$ cat config.mk
export PLATFORM = sky130hd
export DESIGN_NAME = fetch_unit
export DESIGN_NICKNAME = d
export VERILOG_FILES = /design/src/rtl/cpu_types_pkg.sv /design/src/rtl/next_pc_logic.sv /design/src/rtl/fetch_unit.sv
export SDC_FILE = /design/constraint.sdc
export NUM_CORES = 1
export LEC_CHECK = 0
export CAP_MARGIN = 20
export CORE_MARGIN = 2
export CORE_UTILIZATION = 40
export DETAILED_ROUTE_END_ITERATION = 6
export DONT_BUFFER_PORTS = 1
export GPL_ROUTABILITY_DRIVEN = 0
export PLACE_DENSITY = 0.55
export SLEW_MARGIN = 20
export SYNTH_ARGS = -nofsm -noshare
export SYNTH_HDL_FRONTEND = slang
export SYNTH_SLANG_ARGS = --single-unit
$ cat constraint.sdc
create_clock -name CLK -period 3.3 [get_ports CLK]
set_input_delay 0.495 -clock CLK [delete_from_list [all_inputs] [get_ports CLK]]
set_output_delay 0.495 -clock CLK [all_outputs]
set_load 0.03 [all_outputs]
$ cat src/rtl/cpu_types_pkg.sv
// Shared types for the fetch path: machine word, next-PC select encoding and fetch FSM states.
// Also hosts the branch-offset helper so the PC datapath and any later stage agree on it.
package cpu_types_pkg;

    localparam int WORD_W = 32;

    typedef logic [WORD_W-1:0] word_t;

    typedef enum logic [1:0] {
        PC_NEXT   = 2'b00,
        PC_JUMP   = 2'b01,
        PC_BRANCH = 2'b10,
        PC_JR     = 2'b11
    } pcsrc_t;

    typedef enum logic [1:0] {
        FETCH  = 2'b00,
        MEM    = 2'b01,
        HALTED = 2'b10
    } fetch_state_t;

    // Word offset of a branch: sign-extended immediate scaled to bytes.
    function automatic word_t branch_offset(input logic [15:0] imm);
        return {{14{imm[15]}}, imm, 2'b00};
    endfunction

endpackage

$ cat src/rtl/next_pc_logic.sv
// Next-PC selector: PC+4, jump, branch or register target; purely combinational.
// Zero latency, no flow control; the caller decides when the result is committed.
module next_pc_logic
    import cpu_types_pkg::*;
(
    input  word_t       i_pc,
    input  pcsrc_t      i_pcsrc,
    input  logic [15:0] i_imm,
    input  logic [25:0] i_addr,
    input  word_t       i_rdat1,
    output word_t       o_pc_plus4,
    output word_t       o_next_pc
);

    word_t w_pc_plus4;
    word_t w_jump_tgt;
    word_t w_branch_tgt;

    assign w_pc_plus4   = i_pc + 32'd4;
    // Jump keeps the top nibble of the sequential PC, not of the current one.
    assign w_jump_tgt   = {w_pc_plus4[31:28], i_addr, 2'b00};
    assign w_branch_tgt = w_pc_plus4 + branch_offset(i_imm);

    always_comb begin
        o_next_pc = w_pc_plus4;
        case (i_pcsrc)
            PC_NEXT:   o_next_pc = w_pc_plus4;
            PC_JUMP:   o_next_pc = w_jump_tgt;
            PC_BRANCH: o_next_pc = w_branch_tgt;
            PC_JR:     o_next_pc = i_rdat1;
            default:   o_next_pc = w_pc_plus4;
        endcase
    end

    assign o_pc_plus4 = w_pc_plus4;

endmodule

$ cat src/rtl/fetch_unit.sv
// Multi-cycle fetch/memory sequencer: one instruction retires per ihit (or per dhit for loads/stores).
// Stalls indefinitely on missing ihit/dhit; HALTED freezes PC and count until RST.
module fetch_unit
    import cpu_types_pkg::*;
#(
    parameter word_t PC_INIT = 32'h0000_0000
) (
    input  logic        CLK,
    input  logic        RST,
    input  logic        ihit,
    input  logic        dhit,
    input  logic [1:0]  PCsrc,
    input  logic [15:0] imm,
    input  logic [25:0] addr,
    input  logic [31:0] rdat1,
    input  logic        halt_in,
    input  logic        dREN_in,
    input  logic        dWEN_in,
    output logic [31:0] imemaddr,
    output logic        imemREN,
    output logic        dmemREN,
    output logic        dmemWEN,
    output logic [31:0] pc_plus4,
    output logic        halt,
    output logic [31:0] icount
);

    fetch_state_t r_state;
    fetch_state_t w_state_nxt;
    word_t        r_pc;
    word_t        r_icount;
    logic         r_dren;
    logic         r_dwen;

    word_t        w_next_pc;
    word_t        w_pc_plus4;
    logic         w_retire;
    logic         w_latch_req;

    next_pc_logic u_next_pc (
        .i_pc       (r_pc),
        .i_pcsrc    (pcsrc_t'(PCsrc)),
        .i_imm      (imm),
        .i_addr     (addr),
        .i_rdat1    (rdat1),
        .o_pc_plus4 (w_pc_plus4),
        .o_next_pc  (w_next_pc)
    );

    always_ff @(posedge CLK) begin
        if (RST) begin
            r_state  <= FETCH;
            r_pc     <= PC_INIT;
            r_icount <= '0;
            r_dren   <= 1'b0;
            r_dwen   <= 1'b0;
        end else begin
            r_state <= w_state_nxt;
            if (w_retire) begin
                r_pc     <= w_next_pc;
                r_icount <= r_icount + 32'd1;
            end
            if (w_latch_req) begin
                r_dren <= dREN_in;
                r_dwen <= dWEN_in;
            end else if (r_state == MEM && dhit) begin
                r_dren <= 1'b0;
                r_dwen <= 1'b0;
            end
        end
    end

    always_comb begin
        w_state_nxt = r_state;
        w_retire    = 1'b0;
        w_latch_req = 1'b0;
        imemREN     = 1'b0;
        dmemREN     = 1'b0;
        dmemWEN     = 1'b0;
        case (r_state)
            FETCH: begin
                imemREN = 1'b1;
                if (ihit) begin
                    if (halt_in) begin
                        w_state_nxt = HALTED;
                    end else if (dREN_in || dWEN_in) begin
                        w_state_nxt = MEM;
                        w_latch_req = 1'b1;
                    end else begin
                        w_retire = 1'b1;
                    end
                end
            end
            MEM: begin
                // Instruction stays in flight: PC is only advanced once the data side completes.
                dmemREN = r_dren;
                dmemWEN = r_dwen;
                if (dhit) begin
                    w_retire    = 1'b1;
                    w_state_nxt = FETCH;
                end
            end
            HALTED: begin
                w_state_nxt = HALTED;
            end
            default: begin
                w_state_nxt = FETCH;
            end
        endcase
        if (RST) begin
            imemREN = 1'b0;
            dmemREN = 1'b0;
            dmemWEN = 1'b0;
        end
    end

    assign imemaddr = r_pc;
    assign pc_plus4 = w_pc_plus4;
    assign halt     = (r_state == HALTED);
    assign icount   = r_icount;

endmodule

==> impl_metrics.yaml, run 1 <==
run_status:
  status: "finished clean"
worst_setup_path:
  worstPathMaxFanout: 7
  cp-end-kind: "register"
  arrival_ps: 3500
  r2r_slack_ps: 50
  critical_path_class: "reg2reg"
  start_kind: "register"
  required_ps: 3550
yosys:
  synthesis.area_um2: 6040
  ys_seq_area_frac: 0.225
  syn_nets: 907
  ys_async_sr_fraction: 0
  synth-edff-count: 0
  yosysUniqueCellTypes: 76
  synth.avg_cell_area_um2: 7.66
  yosys_most_used_dff: "dfxtp_1"
  syn-instance-count: 788
  synth_warnings: 0
  ys_ff_latch: 68
clock_tree:
  worstSkewPairLatency_ps: 360
  path_clk_slew_ps: 70
  ctsHoldBuffers: 0
  numCtsBuffers: 9
  cts.sinks: 68
  root_buffer: "clkbuf_16"
  htreeDepth: 3
  cts_tree: "built"
  clock_path_buffers: 2
timing:
  worst_pin_slew_ps: 892
  fmax_ghz: 0.308
  max-slew-margin-rel: 0.401
  finalMaxSlewViolations: 0
  holdWs_ps: 222
  timing.final.crit_share: 0.985
  hold_viol_final: 0
  rsz0062_at_grt: "true"
  fin_crit_ps: 3250
  setup_viol: 0
  clock_skew_ps: 10.8
detailed_routing:
  drcViolationCount: 0
  ant_nets: 0
  dr.pass1.iters: 7
  wl_um: 22600
  avgViaCountPerCell: 6.21
  drtIter0Drc: 544
  post_drt_wl_per_cell_um: 21.5
  dr_total_vias: 6548
layout:
  fin_nets: 982
  stdcell_area_um2: 7880
  drive_gt1_frac: 0.288
  synthToLayoutAreaGrowth_pct: 30.5
  nFillCells: 1348
  fin_cells: 1054
power_and_ir_drop:
  peakVddDrop_v: 0.000268
  finalPower_w: 0.00266
  power_density_nw_per_um2: 337
  leakage_nw: 3.21
grt:
  grt_pass1_vias: 6162
  grt_max_degree: 76
  antenna_found_initial: 1
  grt_pass1_wl_um: 34100
  grtUsageTotal: 0.271
  grt_overflow_total: 0
floorplanning:
  pin_count: 183
  die_w_um: 127
  chipHeight_um: 127
  row_count: 44
  die_area_um2: 16100
  initial_core_util: 0.412
  core-area_um2: 14600
run:
  drv_cap: 0
placement:
  io_buffers: 0
  dp_hpwl_um: 17200
  place_inst: 1027
  dpl_cell_area_um2: 7210
worst_hold_path:
  hold_path.class: "in2reg"
==> layout make-up <==
cell class              instances  area (µm²)  area share
well taps                     184         230      0.0292
multi-input cells             655        5030       0.638
inverters                      20        75.1     0.00953
repair buffers                109         822       0.104
diodes                          2        5.00    0.000635
flip-flops and latches         68        1410       0.179
clock buffers                   9         225      0.0286
clock inverters                 7        81.3      0.0103
==> metal layers <==
layer / GRT usage / wire length [µm] / vias up
met5: 0 / 0 / -
met2: 0.458 / 11000 / 333
met3: 0.0578 / 1920 / 52
li1: - / - / 3038
met4: 0.107 / 688 / 0
met1: 0.337 / 8990 / 3125
==> kinds of logic (layout without fill, tap and decap cells) <==
kind of cell / after synthesis / count (layout) / synth area share
muxes: 21 / 21 / 0.0593
and+or+nand+nor: 316 / 316 / 0.262
DFF: 68 / 68 / 0.225
buffers and inverters: 65 / 145 / 0.0464
other: 0 / 2 / 0
AOI/OAI and AO/OA: 215 / 215 / 0.234
adders and majority gates: 36 / 36 / 0.0758
xor gates and xnor gates: 67 / 67 / 0.0972
==> repair_timing <==
action                                  4_1_cts  5_1_grt
setup buffers                                 1        8
pin swaps                                     3       10
gates resized for setup                       5       52
endpoints found under the setup margin        5       17
hold endpoints to repair                      0        0
==> placed cells by master (no fill, tap or decap), types with 7 or more instances in the layout <==
cell / n
a211oi_1: 7
a21o_1: 19
a21oi_1: 62
and3_1: 15
buf_4: 108
clkbuf_16: 9
dfxtp_1: 51
dfxtp_4: 12
ha_1: 19
ha_4: 12
inv_1: 18
mux2_2: 8
mux4_2: 11
nand2_1: 80
nand3_1: 22
nand4_1: 21
nor2_1: 92
nor3_1: 21
o21a_1: 12
o21ai_0: 35
or3_1: 13
xnor2_1: 19
xnor2_2: 7
xnor2_4: 8
xor2_1: 27
==> stage by stage <==
step / setup WS, ps / utilization / TNS (ps)
2_1_floorplan: -25.0 / - / -61.5
3_3_place_gp: -169 / 0.492 / -226
3_5_place_dp: -192 / 0.492 / -253
4_1_cts: 12.1 / 0.515 / 0
5_1_grt: -76.0 / 0.538 / -326
6_report: 50.3 / 0.538 / 0
==> registers in the layout (all words and copies together) (netlist names) <==
signal,count
icount,32
imemaddr,32
r_dren,1
r_dwen,1
r_state,2
==> Yosys cell counts, types with 5 or more instances <==
library cell	n	area share
buf_2	7	0.0058
o21ai_0	43	0.036
and3_1	15	0.016
ha_1	35	0.073
o211ai_1	6	0.0075
a211oi_1	9	0.011
a21oi_1	66	0.055
buf_1	5	0.0031
o21a_1	12	0.015
xor2_1	33	0.048
inv_1	18	0.011
or3_1	13	0.013
nor3_1	23	0.019
nand4_1	21	0.022
a31oi_1	8	0.0083
nor2_1	96	0.060
nand2_1	81	0.050
mux4_2	11	0.041
a21o_1	19	0.024
mux2_2	8	0.015
xnor2_1	34	0.049
a211o_1	5	0.0073
dfxtp_1	68	0.23
nand3_1	28	0.023
clkbuf_1	24	0.015
and4_1	5	0.0073
==> path summary, 6_finish.rpt <==
| kind | from | end | cells after the start |
|---|---|---|---|
| min | RST | r_state[1]$_SDFFE_PP0P_ | 1 |
| max reg2reg | imemaddr[13]$_SDFFE_PP0P_ | imemaddr[24]$_SDFFE_PP0P_ | 12 |
| max | imemaddr[13]$_SDFFE_PP0P_ | imemaddr[24]$_SDFFE_PP0P_ | 12 |
| min reg2reg | r_dren$_SDFFE_PP0P_ | r_dren$_SDFFE_PP0P_ | 2 |
==> critical path, stage by stage (launching register included) <==
cell,delay [ps]
dfxtp_2,320
buf_4,160
inv_1,140
nor4_2,350
buf_4,180
xor2_2,170
ha_1,330
a21o_1,190
a21oi_1,260
o221a_2,320
a2111oi_4,100
or4b_1,470
and3_1,170
==> power breakdown <==
part	internal, W	switching [W]
registers	0.000841	0.0000321
logic	0.000313	0.000436
clock network	0.000599	0.000437
No activity file was read; power rests on OpenSTA's default activity.
==> run 2: changes to the inputs <==
--- a/config.mk
+++ b/config.mk
@@ -11,6 +11,7 @@
 export DETAILED_ROUTE_END_ITERATION = 6
 export DONT_BUFFER_PORTS = 1
 export GPL_ROUTABILITY_DRIVEN = 0
+export MAX_ROUTING_LAYER = met4
 export PLACE_DENSITY = 0.55
 export SLEW_MARGIN = 20
 export SYNTH_ARGS = -nofsm -noshare
==> run 2 against run 1 <==
Net effect:
- cell count hardly changed
- sequential power is essentially flat
- worst hold slack gained 2.8 ps
- clock power barely moved
- fmax decreased by 0.42%
- global-route usage up 0.78 points
- core utilization about the same
- largest power group unchanged
- clock-buffer cell count stayed put
- power about the same
- non-clock buffer count unchanged
- first-iteration DRC count is 1.8% higher
==> impl_metrics.yaml, run 2 (synthesis results as in run 1) <==
power_and_ir_drop:
  power_density_nw_per_um2: 337
  leakage_nw: 3.21
  peakVddDrop_v: 0.000266
worst_setup_path:
  crit_chain: "ha_4, nand3_4, nor4_2, buf_4, xor2_2, ha_1, a21o_1, a21oi_1, o221a_2, a2111oi_4, or4b_1, and3_1"
  critical_path_class: "reg2reg"
  cp_num_buf_inv: 1
  worstPathMaxFanout: 7
  critical_path.top_delay_family: "simple AND/OR/NAND/NOR gates"
  start_kind: "register"
  cp-end-kind: "register"
  required_ps: 3550
  cp_slowest_cell: "or4b_1"
  critical-path-max-stage-delay_ps: 470
  arrival_ps: 3520
grt:
  antenna_found_initial: 1
  grt_pass1_vias: 6168
  grtUsageTotal: 0.278
  grt_busiest_layer: "met2"
  grt_overflow_total: 0
  use_met1: 0.336
  grt_max_degree: 76
  met3_usage: 0.0561
  grt_pass1_wl_um: 34100
  grt_use_met2: 0.459
layout:
  final_cell_mix: "108 x buf_4, 92 x nor2_1, 80 x nand2_1, 62 x a21oi_1, 51 x dfxtp_1"
  fin_nets: 982
  utilization: 0.538
  synthToLayoutAreaGrowth_pct: 30.4
  fin_cells: 1053
  stdcell_area_um2: 7880
  drive_gt1_frac: 0.288
  layout_commonest_cell: "buf_4"
floorplanning:
  pin_count: 183
  chipHeight_um: 127
  core-area_um2: 14600
  initial_core_util: 0.412
  row_count: 44
  die_w_um: 127
  die_area_um2: 16100
timing:
  hold_viol_final: 0
  worst_pin_slew_ps: 892
  timing.final.crit_share: 0.989
  clock_skew_ps: 11.3
  holdWs_ps: 225
  setup_viol: 0
  fin_crit_ps: 3260
  rsz0062_at_grt: "true"
  setup_tns_ps: 0
  max-slew-margin-rel: 0.401
  fmax_ghz: 0.306
  finalMaxSlewViolations: 0
detailed_routing:
  drtIter0Drc: 554
  avgViaCountPerCell: 6.23
  wl_um: 22700
  dr_total_vias: 6562
  post_drt_wl_per_cell_um: 21.6
  ant_nets: 0
  drcViolationCount: 0
  dr.pass1.iters: 5
placement:
  dpl_cell_area_um2: 7210
  place_inst: 1027
  dp_hpwl_um: 17200
  io_buffers: 0
clock_tree:
  cts_tree: "built"
  clock_path_buffers: 2
  cts.sinks: 68
  htreeDepth: 3
  numCtsBuffers: 9
  worstSkewPairLatency_ps: 360
  ctsHoldBuffers: 0
  root_buffer: "clkbuf_16"
  path_clk_slew_ps: 70
run:
  drv_cap: 0
run_status:
  status: "finished clean"
worst_hold_path:
  hold_path.class: "in2reg"
-- run 2: changes by cell type in the layout (fill, tap and decap cells not counted) --
cell | previous run | this run
diode_2 | 2 | 1
-- run 2: repair_timing --
action | 4_1_cts | 5_1_grt
pin swaps | 3 | 10
setup endpoints to repair | 5 | 17
gates cloned | 0 | 0
setup buffers | 1 | 8
resized for setup | 5 | 52
-- run 2: final timing paths --
path                                               start                   endpoint  slack, ps  cells after the start
worst max-delay path            imemaddr[2]$_SDFFE_PP0P_  imemaddr[24]$_SDFFE_PP0P_         40                     12
worst min-delay path                                 RST    r_state[1]$_SDFFE_PP0P_        220                      1
worst max register to register  imemaddr[2]$_SDFFE_PP0P_  imemaddr[24]$_SDFFE_PP0P_         40                     12
worst min register to register       r_dren$_SDFFE_PP0P_        r_dren$_SDFFE_PP0P_        480                      2
-- run 2: through the flow --
| step | setup slack (ps) | power, W |
|---|---|---|
| final | 36.7 | 0.00266 |
| after CTS | 12.1 | 0.00262 |
| after floorplan | -25.0 | 0.00140 |
| after global placement | -169 | 0.00158 |
| after global routing | -76.0 | 0.00275 |
| after detailed placement | -192 | 0.00159 |
-- run 2: final cells by class --
cell class,instances,area [µm²]
clock buffer,9,225
antenna,1,2.50
inverter,20,75.1
timing repair buffer,109,822
clock inverter,7,81.3
tap,184,230
multi-input combinational,655,5030
fill,1349,6770
sequential,68,1410
-- run 2: where the power goes --
| part | leakage (nW) | internal (W) | switching [W] |
|---|---|---|---|
| clock network | 0.149 | 0.000599 | 0.000435 |
| logic | 2.50 | 0.000313 | 0.000436 |
| registers | 0.562 | 0.000841 | 0.0000320 |
| total | 3.21 | 0.00175 | 0.000903 |
-- run 2: layer usage --
metal,part of all wire,up-vias
li1,-,3033
met1,0.40,3158
met2,0.49,315
met3,0.087,56
met4,0.031,0
met5,0,-
